`src/rtl/mem_stage_pkg.sv`:
```
// rtl/mem_stage_pkg.sv - shared types and constants for the MEM response stage
package mem_stage_pkg;

    typedef enum logic [2:0] {
        LD_B  = 3'd0,
        LD_H  = 3'd1,
        LD_W  = 3'd2,
        LD_D  = 3'd3,
        LD_BU = 3'd4,
        LD_HU = 3'd5,
        LD_WU = 3'd6
    } ld_op_e;

    localparam int EXC_W = 86;

    // Exception flags occupy the low bits of the bus; the rest is payload (bad address etc.)
    localparam int EXC_FLAG_LO = 0;
    localparam int EXC_FLAG_W  = 22;

endpackage

```
`src/rtl/load_align.sv`:
```
// rtl/load_align.sv - combinational load data shift and sign/zero extension
module load_align
    import mem_stage_pkg::*;
#(
    parameter int DW = 32,
    parameter int AW = $clog2(DW / 8)
) (
    input  logic [DW-1:0] rdata,
    input  logic [AW-1:0] addr_lo,
    input  logic [2:0]    ld_op,
    output logic [DW-1:0] result
);

    logic [DW-1:0] shifted;
    logic [31:0]   word_src;

    always_comb begin
        shifted  = rdata >> {addr_lo, 3'b000};
        // A 32-bit datapath always returns the whole word as delivered
        word_src = (DW == 32) ? rdata[31:0] : shifted[31:0];
        result   = rdata;
        case (ld_op_e'(ld_op))
            LD_B:    result = DW'($signed(shifted[7:0]));
            LD_BU:   result = DW'(shifted[7:0]);
            LD_H:    result = DW'($signed(shifted[15:0]));
            LD_HU:   result = DW'(shifted[15:0]);
            LD_W:    result = DW'($signed(word_src));
            LD_WU:   result = DW'(word_src);
            LD_D:    result = shifted;
            default: result = rdata;
        endcase
    end

endmodule

```
`src/rtl/mem_resp_stage.sv`:
```
// rtl/mem_resp_stage.sv - MEM pipeline stage waiting on variable-latency SRAM responses
module mem_resp_stage #(
    parameter int DW        = 32,
    parameter int EXC_W     = mem_stage_pkg::EXC_W,
    parameter int MAX_OUTST = 2
) (
    input  logic             clk,
    input  logic             resetn,
    input  logic             ex_mem_valid,
    output logic             mem_allowin,
    input  logic [31:0]      ex_pc,
    input  logic             ex_res_from_mem,
    input  logic             ex_req_issued,
    input  logic             ex_rf_we,
    input  logic [4:0]       ex_rf_waddr,
    input  logic [DW-1:0]    ex_alu_result,
    input  logic [2:0]       ex_ld_op,
    input  logic [EXC_W-1:0] ex_except,
    input  logic             data_sram_data_ok,
    input  logic [DW-1:0]    data_sram_rdata,
    input  logic             wb_allowin,
    input  logic             wb_flush,
    output logic             mem_wb_valid,
    output logic [31:0]      mem_pc,
    output logic             mem_rf_we,
    output logic [4:0]       mem_rf_waddr,
    output logic [DW-1:0]    mem_rf_wdata,
    output logic [EXC_W-1:0] mem_except,
    output logic             mem_exc,
    output logic             mem_ld_stall
);
    import mem_stage_pkg::*;

    localparam int AW = $clog2(DW / 8);
    localparam int CW = $clog2(MAX_OUTST + 1);
    localparam logic [CW:0] CNT_ONE = (CW + 1)'(1);
    localparam logic [CW:0] CNT_MAX = (CW + 1)'(MAX_OUTST);

    logic             mem_valid_q, mem_valid_d;
    logic             wait_q, wait_d;
    logic             buf_v_q, buf_v_d;
    logic [DW-1:0]    buf_data_q, buf_data_d;
    logic [CW-1:0]    discard_cnt_q, discard_cnt_d;
    logic [31:0]      pc_q;
    logic             res_from_mem_q;
    logic             rf_we_q;
    logic [4:0]       rf_waddr_q;
    logic [DW-1:0]    alu_q;
    logic [2:0]       ld_op_q;
    logic [EXC_W-1:0] except_q;

    logic          resp_live;
    logic          ready_go;
    logic          accept;
    logic          buf_capture;
    logic [CW:0]   cnt_wide;
    logic [DW-1:0] rdata_eff;
    logic [DW-1:0] ld_result;

    assign resp_live   = data_sram_data_ok & (discard_cnt_q == '0);
    assign ready_go    = ~wait_q | buf_v_q | resp_live;
    assign mem_allowin = ~mem_valid_q | (ready_go & wb_allowin);
    assign accept      = ex_mem_valid & mem_allowin & ~wb_flush;
    // Response arrived but WB is blocked: park it so the SRAM bus is free to move on
    assign buf_capture = mem_valid_q & wait_q & ~buf_v_q & resp_live & ~wb_allowin;

    always_comb begin
        mem_valid_d = mem_valid_q;
        if (wb_flush) begin
            mem_valid_d = 1'b0;
        end else if (mem_allowin) begin
            mem_valid_d = ex_mem_valid;
        end

        wait_d = accept ? ex_req_issued : wait_q;

        buf_v_d = buf_v_q;
        if (wb_flush || mem_allowin) begin
            buf_v_d = 1'b0;
        end else if (buf_capture) begin
            buf_v_d = 1'b1;
        end
        buf_data_d = buf_capture ? data_sram_rdata : buf_data_q;

        // Every response still owed to a killed instruction must be swallowed later
        cnt_wide = {1'b0, discard_cnt_q};
        if (wb_flush) begin
            if (mem_valid_q & wait_q & ~buf_v_q & ~resp_live) begin
                cnt_wide = cnt_wide + CNT_ONE;
            end
            if (ex_mem_valid & ex_req_issued) begin
                cnt_wide = cnt_wide + CNT_ONE;
            end
        end
        if (data_sram_data_ok && discard_cnt_q != '0) begin
            cnt_wide = cnt_wide - CNT_ONE;
        end
        discard_cnt_d = cnt_wide[CW-1:0];
    end

    always_ff @(posedge clk or negedge resetn) begin
        if (!resetn) begin
            mem_valid_q    <= 1'b0;
            wait_q         <= 1'b0;
            buf_v_q        <= 1'b0;
            buf_data_q     <= '0;
            discard_cnt_q  <= '0;
            pc_q           <= '0;
            res_from_mem_q <= 1'b0;
            rf_we_q        <= 1'b0;
            rf_waddr_q     <= '0;
            alu_q          <= '0;
            ld_op_q        <= '0;
            except_q       <= '0;
        end else begin
            mem_valid_q   <= mem_valid_d;
            wait_q        <= wait_d;
            buf_v_q       <= buf_v_d;
            buf_data_q    <= buf_data_d;
            discard_cnt_q <= discard_cnt_d;
            if (accept) begin
                pc_q           <= ex_pc;
                res_from_mem_q <= ex_res_from_mem;
                rf_we_q        <= ex_rf_we;
                rf_waddr_q     <= ex_rf_waddr;
                alu_q          <= ex_alu_result;
                ld_op_q        <= ex_ld_op;
                except_q       <= ex_except;
            end
        end
    end

    assign rdata_eff = buf_v_q ? buf_data_q : data_sram_rdata;

    load_align #(.DW(DW), .AW(AW)) u_load_align (
        .rdata   (rdata_eff),
        .addr_lo (alu_q[AW-1:0]),
        .ld_op   (ld_op_q),
        .result  (ld_result)
    );

    assign mem_wb_valid = mem_valid_q & ready_go;
    assign mem_pc       = pc_q;
    assign mem_rf_we    = rf_we_q & mem_valid_q;
    assign mem_rf_waddr = rf_waddr_q;
    assign mem_rf_wdata = res_from_mem_q ? ld_result : alu_q;
    assign mem_except   = except_q;
    assign mem_exc      = mem_valid_q & (|except_q[EXC_FLAG_LO +: EXC_FLAG_W]);
    assign mem_ld_stall = mem_valid_q & res_from_mem_q & ~ready_go;

    a_discard_bound: assert property (@(posedge clk) disable iff (!resetn) cnt_wide <= CNT_MAX);

endmodule

```
`config.mk`:
```
export PLATFORM = sky130hd
export DESIGN_NAME = mem_resp_stage
export DESIGN_NICKNAME = d
export VERILOG_FILES = /design/src/rtl/mem_stage_pkg.sv /design/src/rtl/load_align.sv /design/src/rtl/mem_resp_stage.sv
export SDC_FILE = /design/constraint.sdc
export NUM_CORES = 1
export LEC_CHECK = 0
export CORE_MARGIN = 2
export CORE_UTILIZATION = 44
export DETAILED_ROUTE_END_ITERATION = 6
export PLACE_DENSITY = 0.82
export SLEW_MARGIN = 20
export SYNTH_ARGS = -nofsm -noshare
export SYNTH_HDL_FRONTEND = slang
export SYNTH_SLANG_ARGS = --single-unit
```
`constraint.sdc`:
```
create_clock -name clk -period 3.12 [get_ports clk]
set_clock_uncertainty 0.2 [all_clocks]
set_input_delay 0.312 -clock clk [delete_from_list [all_inputs] [get_ports clk]]
set_output_delay 0.312 -clock clk [all_outputs]
set_load 0.05 [all_outputs]
```
==> results of run 1 <==
[power by group through the flow]
stage	logic, W	registers, W	clock network (W)
3_5_place_dp	0.00508	0.00366	0
2_1_floorplan	0.00210	0.00472	0
5_1_grt	0.00529	0.00370	0.00239
6_report	0.00508	0.00362	0.00224
4_1_cts	0.00509	0.00362	0.00230
3_3_place_gp	0.00500	0.00363	0
[metal layers]
layer	vias up	routed length (um)
met5	-	0
met4	0	645
met3	38	2030
met2	309	14100
met1	3533	10900
li1	3246	-
[worst paths after layout]
path,from,to,slack (ns),cells past startpoint
setup / recovery,alu_q[0]$_DFFE_PN0P_,mem_rf_wdata[16],0.15,7
hold / removal,resetn,alu_q[11]$_DFFE_PN0P_,0.27,2
setup reg to reg,discard_cnt_q[0]$_DFF_PN0_,alu_q[30]$_DFFE_PN0P_,0.50,9
hold reg to reg,rf_we_q$_DFFE_PN0P_,rf_we_q$_DFFE_PN0P_,0.30,1
max in group asynchronous,resetn,alu_q[23]$_DFFE_PN0P_,1.64,3
min in group clk,ex_except[9],mem_except[9]$_DFFE_PN0P_,0.29,2
[area by class of cell]
class,instances,area share (%)
clock buffers,19,3.03
clock inverters,13,1.12
inverters,6,0.158
multi-input cells,442,30.9
flip-flops and latches,197,34.5
well taps,280,2.45
repair buffers,383,27.8
[logic make-up (layout without fill, tap and decap cells)]
group / Yosys count / count (layout) / synth area share [%]
AOI/OAI and AO/OA: 92 / 92 / 7.26
xor gates and xnor gates: 3 / 3 / 0.416
adders and majority gates: 1 / 1 / 0.130
buffers and inverters: 55 / 421 / 3.43
DFF: 197 / 197 / 51.2
muxes: 238 / 238 / 31.8
and+or+nand+nor: 108 / 108 / 5.76
[sequential cells by signal, indices dropped and copies added, names as in the netlist]
name / cells
rf_we_q: 1
discard_cnt_q: 2
wait_q: 1
ld_op_q: 3
res_from_mem_q: 1
buf_v_q: 1
mem_pc: 32
mem_except: 86
alu_q: 32
mem_rf_waddr: 5
buf_data_q: 32
mem_valid_q: 1
[repair_timing]
| action | 4_1_cts | 5_1_grt |
|---|---|---|
| pin swaps | 0 | 0 |
| setup endpoints to repair | 1 | 17 |
| endpoints found under the hold margin | 75 | 0 |
| buffers inserted | 1 | 1 |
| resized for setup | 1 | 6 |
| hold buffers | 1 | 0 |
[critical path, cell delays in order, from the launching register on]
cell      delay, ns
dfrtp_1        0.57
mux2_4         0.35
o2bb2a_4       0.23
a31oi_4        0.18
and3_1         0.24
buf_4          0.21
a21oi_2        0.07
buf_4          0.20
[layout by cell type, fill, tap and decap left out, types with 4 or more instances in the layout]
cell	Yosys	final
a21o_1	7	7
dfrtp_1	197	196
a21oi_1	4	4
nor4_1	4	4
mux2_4	91	91
o221a_1	8	8
nand3_1	21	21
mux4_2	7	7
buf_4	3	34
o22ai_1	13	13
clkbuf_16	0	17
and2_1	6	6
nor2_1	34	34
nand2b_1	7	7
o21ai_0	20	19
mux2i_1	30	29
a21oi_2	8	8
o31ai_1	5	5
inv_8	0	4
inv_1	6	6
a31oi_1	5	5
mux2_2	110	110
buf_12	0	22
a221oi_1	7	5
nand2_1	19	19
clkdlybuf4s50_1	0	322
[metrics by stage]
step                      total power [W]  worst slack, ns  hold slack [ns]  area (um2)
after floorplan                   0.00682           0.0790           -0.184        9630
final                              0.0109            0.147            0.274       14300
after detailed placement          0.00874            0.303            0.202       13600
after global routing               0.0114           0.0108            0.268       14300
after global placement            0.00863            0.347            0.200       13600
after CTS                          0.0110           0.0575            0.276       14200
==> results.ini, run 1 <==
[pwr]
clkPwrFrac_pct = 20.5
switching_share_pct = 40.5
p_seq_share_pct = 33.1
p_leak_nw = 6.00
p_int_w = 0.00650
p_per_area_mw_per_mm2 = 766
p_switching_w = 0.00443
ir_worst_vdd_uv = 465
combPwrFrac_pct = 46.4

[grt]
antenna_found_initial = 0
grt_use_met1_pct = 28.8
top_usage_layer = met2
grt_pass1_wl_um = 43200
use_met3_pct = 7.16
grtUsageMet2_pct = 40.9
grt-ovfl-total = 0
grt_max_degree = 78
grt_pass1_vias = 7767
track_usage_pct = 23.7

[synthesis]
synth_area_per_cell_um2 = 13.9
synth-main-ff-cell = dfrtp_1
ys_types = 56
yosys_warnings = 0
async_reset_ff_share_pct = 100
synthesis.area_mm2 = 0.00963
yosysSeqAreaShare_pct = 51.2
yosysMostFrequentCell = dfrtp_1
yosysTopAreaCell = dfrtp_1
yosys.area.top_type_share_pct = 51.2
ys_seq_elements = 197
syn_inst = 694
synthTopCellsByArea = dfrtp_1, mux2_4, mux2_2
synth_common_cells = dfrtp_1, mux2_2, mux2_4
synth_edf_count = 0
syn_nets = 894

[timing]
hold_viol = 0
fmax_mhz = 336
tightest_slew_ns = 0.875
fin_crit_ns = 2.97
setup_tns_ns = 0
finalMaxSlewViolations = 0
rsz0062_at_grt = false
relSlewSlack_pct = 41.6
fin_crit_sh_pct = 95.3
finalSetupViolations = 0

[die]
die_y_um = 152
initial_core_util_pct = 44.5
die-area_mm2 = 0.0231
die_w_um = 152
io_pins = 359
rows = 54
coreArea_mm2 = 0.0216

[cells_and_area]
insertedDiodeCount = 0
final_util_pct = 66.0
nFillCells = 1621
final_nets = 1247
drive_gt1_share_pct = 30.1
ff_latch_area_mm2 = 0.00493
instances_no_fill = 1340
multi_input_area_mm2 = 0.00441
syn_to_final_growth_pct = 48.3

[setup_path]
critPathArrivalTime_ns = 2.46
end_kind = primary output
critPathLaunchType = register
cp_max_fo = 10
path_class = reg -> out
cp.required_ns = 2.61

[detailed_routing]
wl_per_cell_um = 20.7
drtAntennaViolNets = 0
totalWireLength_um = 27700
vias = 7126
dr.pass1.iters = 5
vias_per_cell = 5.32
drc = 0
drtIter0Drc = 356

[placement]
gp_congestion = 0.866
hpwl_um = 20800
post-place-cells = 1305
portBuffers = 358

[clock_network]
clk_pin_slew_worst_paths_ns = 0.08
clkSinkCount = 197
htree_levels = 4
cts-buffers-inserted = 17
cts_tree = built
worstSkewPairLatency_ns = 0.42
clockRootBuffer = clkbuf_16
cts_buffer_depth = 2

[run]
drv_cap = 0

[hold_path]
hold_class = in -> async

[run_status]
status = finished, final reports clean

No activity file was read; power rests on OpenSTA's default activity.
==> inputs of run 2 (changes only) <==
--- a/config.mk
+++ b/config.mk
@@ -9,7 +9,6 @@
 export CORE_UTILIZATION = 44
 export DETAILED_ROUTE_END_ITERATION = 6
 export PLACE_DENSITY = 0.82
-export SLEW_MARGIN = 20
 export SYNTH_ARGS = -nofsm -noshare
 export SYNTH_HDL_FRONTEND = slang
 export SYNTH_SLANG_ARGS = --single-unit
==> results of run 2 <==
The final DEF is identical to that of run 1; final timing and power are the same.
